**config.mk**
```make
export PLATFORM = sky130hd
export DESIGN_NAME = mac_cfg_regfile
export DESIGN_NICKNAME = d
export VERILOG_FILES = /design/src/rtl/mac_cfg_pkg.sv /design/src/rtl/mac_cfg_rdmux.sv /design/src/rtl/mac_cfg_regfile.sv
export SDC_FILE = /design/constraint.sdc
export NUM_CORES = 1
export LEC_CHECK = 0
export BUFFER_PORTS_ARGS = -buffer_cell sky130_fd_sc_hd__buf_2
export CAP_MARGIN = 20
export CORE_ASPECT_RATIO = 0.8
export CORE_MARGIN = 3
export CORE_UTILIZATION = 40
export CTS_CLUSTER_DIAMETER = 80
export CTS_CLUSTER_SIZE = 24
export DETAILED_ROUTE_END_ITERATION = 7
export PLACE_DENSITY = 0.6
export SYNTH_ARGS = -nofsm -noshare
export SYNTH_HDL_FRONTEND = slang
export SYNTH_SLANG_ARGS = --single-unit
```
**constraint.sdc**
```tcl
create_clock -name clk -period 3.27 [get_ports clk]
set_input_delay 0.327 -clock clk [delete_from_list [all_inputs] [get_ports clk]]
set_output_delay 0.327 -clock clk [all_outputs]
set_load 0.03 [all_outputs]
```
**src/rtl/mac_cfg_pkg.sv**
```systemverilog
// mac_cfg_pkg: register map, reset values, field positions and state encoding for the MAC config responder
package mac_cfg_pkg;
  localparam int A_REV = 'h00, A_SCRATCH = 'h01, A_CMD = 'h02, A_MAC0 = 'h03, A_MAC1 = 'h04;
  localparam int A_FRM_LEN = 'h05, A_PAUSE = 'h06, A_FIFO_LO = 'h07, A_FIFO_HI = 'h0e;
  localparam int A_IPG = 'h17, A_TX_STAT = 'h3a, A_RX_STAT = 'h3b;
  localparam logic [15:0] FRM_LEN_RST = 16'd1518;
  localparam logic [4:0] IPG_RST = 5'd12;
  localparam int CMD_TX_ENA = 0, CMD_RX_ENA = 1, CMD_SW_RESET = 13;
  localparam int IPG_MIN = 8, IPG_MAX = 26;
  typedef enum logic [1:0] {IDLE, WR_BUSY, RD_BUSY, SW_RST} state_t;
  typedef struct packed {
    logic [31:0] scratch;
    logic [31:0] cmd;
    logic [31:0] mac_0;
    logic [15:0] mac_1;
    logic [15:0] frm_len;
    logic [15:0] pause;
    logic [7:0][31:0] fifo;
    logic [4:0] ipg;
    logic [31:0] tx_stat;
    logic [31:0] rx_stat;
  } regs_t;
  localparam regs_t REGS_RST = '{frm_len: FRM_LEN_RST, ipg: IPG_RST, default: '0};
  function automatic logic [4:0] sat_ipg(input logic [31:0] v);
    return v < 32'(IPG_MIN) ? 5'(IPG_MIN) : v > 32'(IPG_MAX) ? 5'(IPG_MAX) : v[4:0];
  endfunction
endpackage

```
**src/rtl/mac_cfg_rdmux.sv**
```systemverilog
// mac_cfg_rdmux: address-to-read-data mux; unmapped addresses read as zero
module mac_cfg_rdmux
  import mac_cfg_pkg::*;
#(
  parameter int DATA_W = 32,
  parameter int ADDR_W = 8,
  parameter logic [31:0] REV = 32'h0000_0901
) (
  input  logic [ADDR_W-1:0] addr,
  input  regs_t             regs,
  output logic [DATA_W-1:0] rdata
);
  int a;
  logic [31:0] v;
  always_comb begin
    a = int'(addr);
    v = '0;
    case (a)
      A_REV:     v = REV;
      A_SCRATCH: v = regs.scratch;
      A_CMD:     v = regs.cmd;
      A_MAC0:    v = regs.mac_0;
      A_MAC1:    v = 32'(regs.mac_1);
      A_FRM_LEN: v = 32'(regs.frm_len);
      A_PAUSE:   v = 32'(regs.pause);
      A_IPG:     v = 32'(regs.ipg);
      A_TX_STAT: v = regs.tx_stat;
      A_RX_STAT: v = regs.rx_stat;
      default:   v = (a >= A_FIFO_LO && a <= A_FIFO_HI) ? regs.fifo[3'(a - A_FIFO_LO)] : '0;
    endcase
  end
  assign rdata = DATA_W'(v);
endmodule

```
**src/rtl/mac_cfg_regfile.sv**
```systemverilog
// mac_cfg_regfile: MAC config bus responder with busy/read latency timing and self-clearing software reset
module mac_cfg_regfile
  import mac_cfg_pkg::*;
#(
  parameter int DATA_W = 32,
  parameter int ADDR_W = 8,
  parameter int WR_LAT = 2,
  parameter int RD_LAT = 3,
  parameter int RST_CYC = 16,
  parameter logic [31:0] REV = 32'h0000_0901
) (
  input  logic              clk,
  input  logic              rst_n,
  input  logic              wr_en,
  input  logic              rd_en,
  input  logic [ADDR_W-1:0] addr,
  input  logic [DATA_W-1:0] wdata,
  output logic              rdy,
  output logic [DATA_W-1:0] rdata,
  output logic              rdata_vld,
  output logic [47:0]       mac_local,
  output logic              tx_ena,
  output logic              rx_ena,
  output logic [15:0]       frm_max_len,
  output logic [4:0]        tx_ipg,
  output logic              prot_err
);
  state_t state_q, state_d;
  logic [15:0] cnt_q, cnt_d;
  logic [ADDR_W-1:0] rd_addr_q;
  regs_t regs;
  logic [31:0] wd;
  logic [DATA_W-1:0] rd_val;
  logic idle, wr_acc, rd_acc, sw_go, rd_fire, rst_done;
  int wa;
  assign idle = state_q == IDLE;
  assign wr_acc = idle && wr_en;
  assign rd_acc = idle && rd_en && !wr_en;
  assign wa = int'(addr);
  assign wd = 32'(wdata);
  assign sw_go = wr_acc && wa == A_CMD && wd[CMD_SW_RESET];
  // read data is captured one cycle before the valid pulse so it appears with it
  assign rd_fire = (rd_acc && RD_LAT == 1) || (state_q == RD_BUSY && cnt_q == 16'd1);
  assign rst_done = state_q == SW_RST && cnt_q == '0;
  assign rdy = idle && !wr_en && !rd_en;
  mac_cfg_rdmux #(.DATA_W(DATA_W), .ADDR_W(ADDR_W), .REV(REV)) u_rdmux (
    .addr(idle ? addr : rd_addr_q),
    .regs(regs),
    .rdata(rd_val)
  );
  always_comb begin
    state_d = state_q;
    cnt_d = cnt_q;
    if (sw_go) begin
      state_d = SW_RST;
      cnt_d = 16'(RST_CYC - 1);
    end else if (wr_acc && WR_LAT > 0) begin
      state_d = WR_BUSY;
      cnt_d = 16'(WR_LAT - 1);
    end else if (rd_acc) begin
      state_d = RD_BUSY;
      cnt_d = 16'(RD_LAT - 1);
    end else if (!idle) begin
      state_d = cnt_q == '0 ? IDLE : state_q;
      cnt_d = cnt_q == '0 ? cnt_q : cnt_q - 16'd1;
    end
  end
  always_ff @(posedge clk or negedge rst_n)
    if (!rst_n) begin
      state_q <= IDLE;
      cnt_q <= '0;
    end else begin
      state_q <= state_d;
      cnt_q <= cnt_d;
    end
  always_ff @(posedge clk or negedge rst_n)
    if (!rst_n) begin
      regs <= REGS_RST;
      rd_addr_q <= '0;
      rdata <= '0;
      rdata_vld <= 1'b0;
      prot_err <= 1'b0;
    end else begin
      rdata_vld <= rd_fire;
      if (rd_fire) rdata <= rd_val;
      if (rd_acc) rd_addr_q <= addr;
      if ((!idle && (wr_en || rd_en)) || (wr_en && rd_en)) prot_err <= 1'b1;
      if (rst_done) regs.cmd[CMD_SW_RESET] <= 1'b0;
      if (wr_acc)
        case (wa)
          A_SCRATCH: regs.scratch <= wd;
          A_CMD:     regs.cmd <= wd;
          A_MAC0:    regs.mac_0 <= wd;
          A_MAC1:    regs.mac_1 <= wd[15:0];
          A_FRM_LEN: regs.frm_len <= wd[15:0];
          A_PAUSE:   regs.pause <= wd[15:0];
          A_IPG:     regs.ipg <= sat_ipg(wd);
          A_TX_STAT: regs.tx_stat <= wd;
          A_RX_STAT: regs.rx_stat <= wd;
          default:   if (wa >= A_FIFO_LO && wa <= A_FIFO_HI) regs.fifo[3'(wa - A_FIFO_LO)] <= wd;
        endcase
    end
  assign mac_local = {regs.mac_0[7:0], regs.mac_0[15:8], regs.mac_0[23:16], regs.mac_0[31:24],
                      regs.mac_1[7:0], regs.mac_1[15:8]};
  assign tx_ena = regs.cmd[CMD_TX_ENA] && state_q != SW_RST;
  assign rx_ena = regs.cmd[CMD_RX_ENA] && state_q != SW_RST;
  assign frm_max_len = regs.frm_len;
  assign tx_ipg = regs.ipg;
endmodule
```
# Word-level counts from Yosys, hierarchy flattened
# Index checks and enable logic that the tools add are counted.
[totals] input_bits=44 ff_bits=529
[op_classes] mux=33 bitwise=1 eq_ne=25 add_sub_neg=3 reduce_logical=38 order_cmp=9
[op_table] operator="256-bit 2-to-1 mux" count=2
[op_table] operator="419-bit 2-to-1 mux" count=1
[op_table] operator="32-bit one-hot mux with 10 select lines" count=1
[op_table] operator="256-bit bitwise mux" count=1
[op_table] operator="32-bit 2-to-1 mux" count=7
[op_table] operator="16-bit 2-to-1 mux" count=8
[op_table] operator="32-bit binary-select mux with 3-bit select" count=1
[op_table] operator="32-bit demux with 3-bit select" count=1
[op_table] operator="8-bit by 3-bit equality test with 1-bit output (second input constant)" count=7
[op_table] operator="8-bit by 2-bit equality test with 1-bit output (second input constant)" count=4
[op_table] operator="8-bit by 6-bit equality test with 1-bit output (second input constant)" count=4
[op_table] operator="32-bit by 5-bit > comparator with 1-bit output (second input constant)" count=1
[op_table] operator="32-bit by 4-bit less-than comparator with 1-bit output (second input constant)" count=1
[op_table] operator="2-bit AND reduction" count=11
[op_table] operator="16-bit by 1-bit equality test with 1-bit output (second input constant)" count=1
[op_table] operator="8-bit by 1-bit equality test with 1-bit output (second input constant)" count=2
[op_table] operator="8-bit by 5-bit equality test with 1-bit output (second input constant)" count=2
[op_table] operator="8-bit by 3-bit >= comparator with 1-bit output (second input constant)" count=2
[op_table] operator="8-bit by 4-bit less-or-equal comparator with 1-bit output (second input constant)" count=2
[op_table] operator="1-bit logical AND" count=16
[op_table] operator="16-bit logical NOT" count=1
[op_table] operator="16-bit by 1-bit subtractor with 16-bit output (second input constant)" count=1
[op_table] operator="5-bit 2-to-1 mux" count=3
[op_table] operator="14-bit 2-to-1 mux" count=1
[op_table] operator="other kinds (18)" count=28

# Logic depth before layout (Yosys ltp)
[logic_depth] word_depth=9 ltp_mapped=11 ltp_nobuf=9

# Cells and area by module
# Synthesis repeated with hierarchy kept, for this count alone.
[unflattened] hier_cells=1755 area_unflattened_um2=23816.6
[by_module_without_submodules] mod="mac_cfg_regfile" seq_area_each_um2=13250.2 cells_per_inst=1364 area_each_um2=20033.0 instances=1
[by_module_without_submodules] mod="mac_cfg_rdmux" seq_area_each_um2=0.0 cells_per_inst=391 area_each_um2=3783.6 instances=1

# Worst setup path after synthesis
# Ideal clock, no wire load.
[synth_timing] path_kind="input to register" startpoint="input port addr[0]" endpoint="register with a tool-made name" path_stages=11 arrival_ns=2.342 setup_slack_ns=0.803 required_ns=3.145 path_buffers=4 setup_ns=0.125 path_cell_list="clkbuf_1 > inv_1 > ha_1 > clkbuf_1 > a21oi_1 > o211a_1 > o211a_1 > and3_1 > clkbuf_1 > buf_2 > mux2_2"
[synth_lines] item="start, declared" line_no="mac_cfg_regfile.sv:16" rtl="input logic [ADDR_W-1:0] addr,"

# Final worst setup path
[layout_timing] startpoint="register state_q[0]" endpoint="register rdata[0]"
[layout_between] elab_chain_len=8 word_cells_on_any_way=23 cone_classes="add/sub (1); order compare (2); eq/ne (10); mux (6); reduce/logical (4)"
[layout_rtl] item="start, declared" line_no="mac_cfg_regfile.sv:28" rtl="state_t state_q, state_d;"
[layout_rtl] item="start signal, assigned" line_no="mac_cfg_regfile.sv:73" rtl="state_q <= state_d;"
[layout_rtl] item="2-bit logical NOT" line_no="mac_cfg_regfile.sv:36" rtl="assign idle = state_q == IDLE;"
[layout_rtl] item="8-bit 2-to-1 mux" line_no="mac_cfg_regfile.sv:47" rtl=".addr(idle ? addr : rd_addr_q),"
[layout_rtl] item="3-bit subtractor" line_no="mac_cfg_rdmux.sv:29" rtl="default: v = (a >= A_FIFO_LO && a <= A_FIFO_HI) ? regs.fifo[3'(a - A_FIFO_LO)] : '0;"
[layout_rtl] item="32-bit binary-select mux with 3-bit select" line_no="mac_cfg_rdmux.sv:29"
[layout_rtl] item="32-bit 2-to-1 mux (implied by the code) (2 in a row)" line_no="mac_cfg_rdmux.sv:29"
[layout_rtl] item="32-bit 2-to-1 mux" line_no="mac_cfg_rdmux.sv:29"
[layout_rtl] item="32-bit one-hot mux with 10 select lines" line_no="mac_cfg_rdmux.sv:18" rtl="case (a)"
[layout_rtl] item="end signal, assigned" line_no="mac_cfg_regfile.sv:85" rtl="if (rd_fire) rdata <= rd_val;"
[layout_rtl] item="end, declared" line_no="mac_cfg_regfile.sv:19" rtl="output logic [DATA_W-1:0] rdata,"
# Several ways; a longest one is shown, not always the timed one. The select of a mux whose other input is x is not followed.
# A chain may end at the register's enable or synchronous reset.

==> impl_metrics.csv <==
group,metric,value,unit
flow_run,drv_cap,0,
layout,nets,1742,
worst_setup_path,crit_family,"multiplexers",
route,top_layer_used,"met5",
route,drtIter0Drc,1227,
floorplanning,die_h,222,um
status,outcome,"finished, final reports clean",
worst_setup_path,max_stage_delay,0.48,ns
timing,rsz0062_at_grt,"false",
clock_network,cts_buffer_depth,3,
layout,layout_commonest_cell,"dfrtp_1",
floorplanning,core_area,57100,um2
grt,grt_pass1_wl,89400,um
route,met3_length,2860,um
layout,syn_to_final_growth,8.31,%
timing,setup_slack,0.338,ns
worst_setup_path,critPathCaptureType,"flop",
grt,grt_pass1_vias,14500,
logic_synthesis,yosysWarnings,0,
power_and_ir_drop,p_total,11.1,mW
logic_synthesis,ys_ff_latch,529,
logic_synthesis,ys_types,70,
clock_network,cts_buffers,27,
logic_synthesis,synthCells,1763,
logic_synthesis,synthFlopType,"dfrtp_1",
route,via_per_inst,5.60,
layout,diodes,0,
clock_network,insertion_delay,0.59,ns
worst_setup_path,cp.required,3.74,ns
layout,fin_util,0.441,
timing,fin_setup_tns,0,ns
timing,final-setup-viol-count,0,
logic_synthesis,ys_seq_area_frac,0.570,
clock_network,cts_root_buf,"clkbuf_16",
place,portBuffers,149,
floorplanning,die_area,61100,um2
route,wl_met1,27000,um
timing,post-route-period-util,0.896,
power_and_ir_drop,p_per_area,443,nW/um2
grt,grt_max_degree,114,
grt,track_usage,0.188,
logic_synthesis,netlist_area,23200,um2
route,drc,0,
place,hpwl,38100,um
timing,drv_slew,0,
timing,timing.slew.headroom,0.276,
place,gp_congestion,0.812,
logic_synthesis,async_flop_share,1.00,
worst_setup_path,slowest_stage,"buf_4",
timing,hold_viol,0,
worst_setup_path,crit_buf_inv,2,
power_and_ir_drop,cellLeakagePower,12.0,nW
clock_network,clkTransAtPathRegs,0.10,ns
logic_synthesis,synth.avg_cell_area,13.2,um2
layout,drive_gt1_frac,0.404,
worst_setup_path,cp_max_fo,33,
timing,max_freq,0.341,GHz
floorplanning,io-pin-count,150,
logic_synthesis,synthesis.nets,1814,
logic_synthesis,synth-edff-count,0,
route,wl_per_cell,23.2,um
clock_network,cts.sinks,529,
worst_setup_path,cp_cell_sequence,"or2_1, mux2i_1, buf_4, xnor2_4, buf_4, mux4_2, mux2i_1, o21bai_1, o221a_2",
grt,antenna_found_initial,4,
place,pre_cts_ws,0.363,ns
timing,fin_crit,2.93,ns
route,postRouteAntennaNets,0,
floorplanning,die_x,276,um
layout,layout_common_cells,"dfrtp_1, mux2_2, buf_2, nand2_1, mux4_2",
floorplanning,row_count,78,
route,num_vias,13800,
route,wirelength,57200,um
clock_network,cts_tree,"done",
floorplanning,start_util,0.407,
worst_setup_path,cp.arrival,3.40,ns
route,route.met2.wl,25700,um
route,firstDrtPassIters,7,
clock_network,cts_max_level,1,
min_path,hp-class,"primary input to flop",
timing,skew,0.0200,ns
timing,worstMarginPinSlew,1.09,ns
power_and_ir_drop,ir_drop,0.344,mV
worst_setup_path,critPathKind,"flop to flop",
grt,grt-ovfl-total,0,
worst_setup_path,setup.worst_path.start_class,"flop",
[cell families after synthesis]
family / synth area share
compound gates: 0.0717
xor+xnor: 0.00522
fa+ha+maj: 0.00377
buf+inv: 0.0685
flops: 0.570
mux: 0.225
simple gates: 0.0559
[synth_stat cells, types with 3 or more instances]
| master | count | share of area |
|---|---|---|
| dfrtp_1 | 519 | 0.56 |
| mux2_2 | 334 | 0.16 |
| clkbuf_1 | 195 | 0.031 |
| nand2_1 | 93 | 0.015 |
| buf_4 | 74 | 0.024 |
| mux4_2 | 61 | 0.059 |
| a21oi_1 | 49 | 0.011 |
| nor2_1 | 40 | 0.0065 |
| a22oi_1 | 38 | 0.012 |
| a222oi_1 | 36 | 0.015 |
| buf_2 | 36 | 0.0077 |
| o22a_1 | 30 | 0.011 |
| nand3_1 | 27 | 0.0058 |
| o21ai_0 | 27 | 0.0058 |
| nand4_1 | 17 | 0.0046 |
| buf_1 | 16 | 0.0026 |
| nor4_1 | 14 | 0.0038 |
| inv_1 | 13 | 0.0021 |
| nor3_1 | 13 | 0.0028 |
| xnor2_1 | 11 | 0.0041 |
| dfstp_2 | 10 | 0.011 |
| a31oi_1 | 9 | 0.0024 |
| ha_1 | 7 | 0.0038 |
| mux2i_1 | 7 | 0.0030 |
| a22o_1 | 6 | 0.0023 |
| a221oi_1 | 5 | 0.0019 |
| nor4b_1 | 5 | 0.0019 |
| nor4_2 | 4 | 0.0022 |
| o211ai_1 | 4 | 0.0013 |
| and2_1 | 3 | 0.00081 |
| and3_1 | 3 | 0.00081 |
| o211a_1 | 3 | 0.0013 |
| or2_2 | 3 | 0.00081 |
| or3_1 | 3 | 0.00081 |
[report_power, final]
part | switching (mW) | internal, mW | leakage (nW)
combinational | 0.448 | 0.206 | 4.33
sequential | 0.0545 | 6.59 | 7.28
clock | 2.15 | 1.70 | 0.402
total | 2.65 | 8.50 | 12.0
[repair_timing]
action | CTS | global route
setup endpoints to repair | 0 | 0
hold buffers | 1 | 0
gates resized for setup | 0 | 0
buffers inserted | 0 | 0
hold endpoints to repair | 97 | 0
[path summary, 6_finish.rpt]
path	startpoint	end	slack (ns)	cells past startpoint
worst min-delay path	wdata[13]	flop	0.05	2
worst max register to register	state_q[0]	rdata[0]	0.34	9
worst max-delay path	state_q[0]	rdata[0]	0.34	9
worst min register to register	flop	flop	0.38	0
min in group asynchronous	rst_n	cnt_q[10]	0.38	2
max in group asynchronous	rst_n	tx_ipg[2]	1.79	3
[per-layer routing]
metal | global-route usage | up-vias
li1 | - | 6073
met1 | 0.281 | 7354
met2 | 0.286 | 322
met3 | 0.0281 | 80
met4 | 0.0509 | 6
met5 | 0 | -
[final cells by class]
cell class,instances,area [um2]
multi-input cells,898,8530
clock buffers,42,752
well taps,760,951
inverters,13,48.8
clock inverters,6,80.1
flip-flops and latches,529,13300
fillers,5127,31900
repair buffers,222,1570
[stage by stage]
stage,hold WS [ns],cell area [um2],instances
global placement,0.360,24300,2419
CTS,0.0179,25200,2469
detailed placement,0.362,24300,2420
floorplan,0.0314,23200,1763
finish,0.0477,25200,2470
global route,0.0306,25200,2470
(Power assumes the default switching activity.)
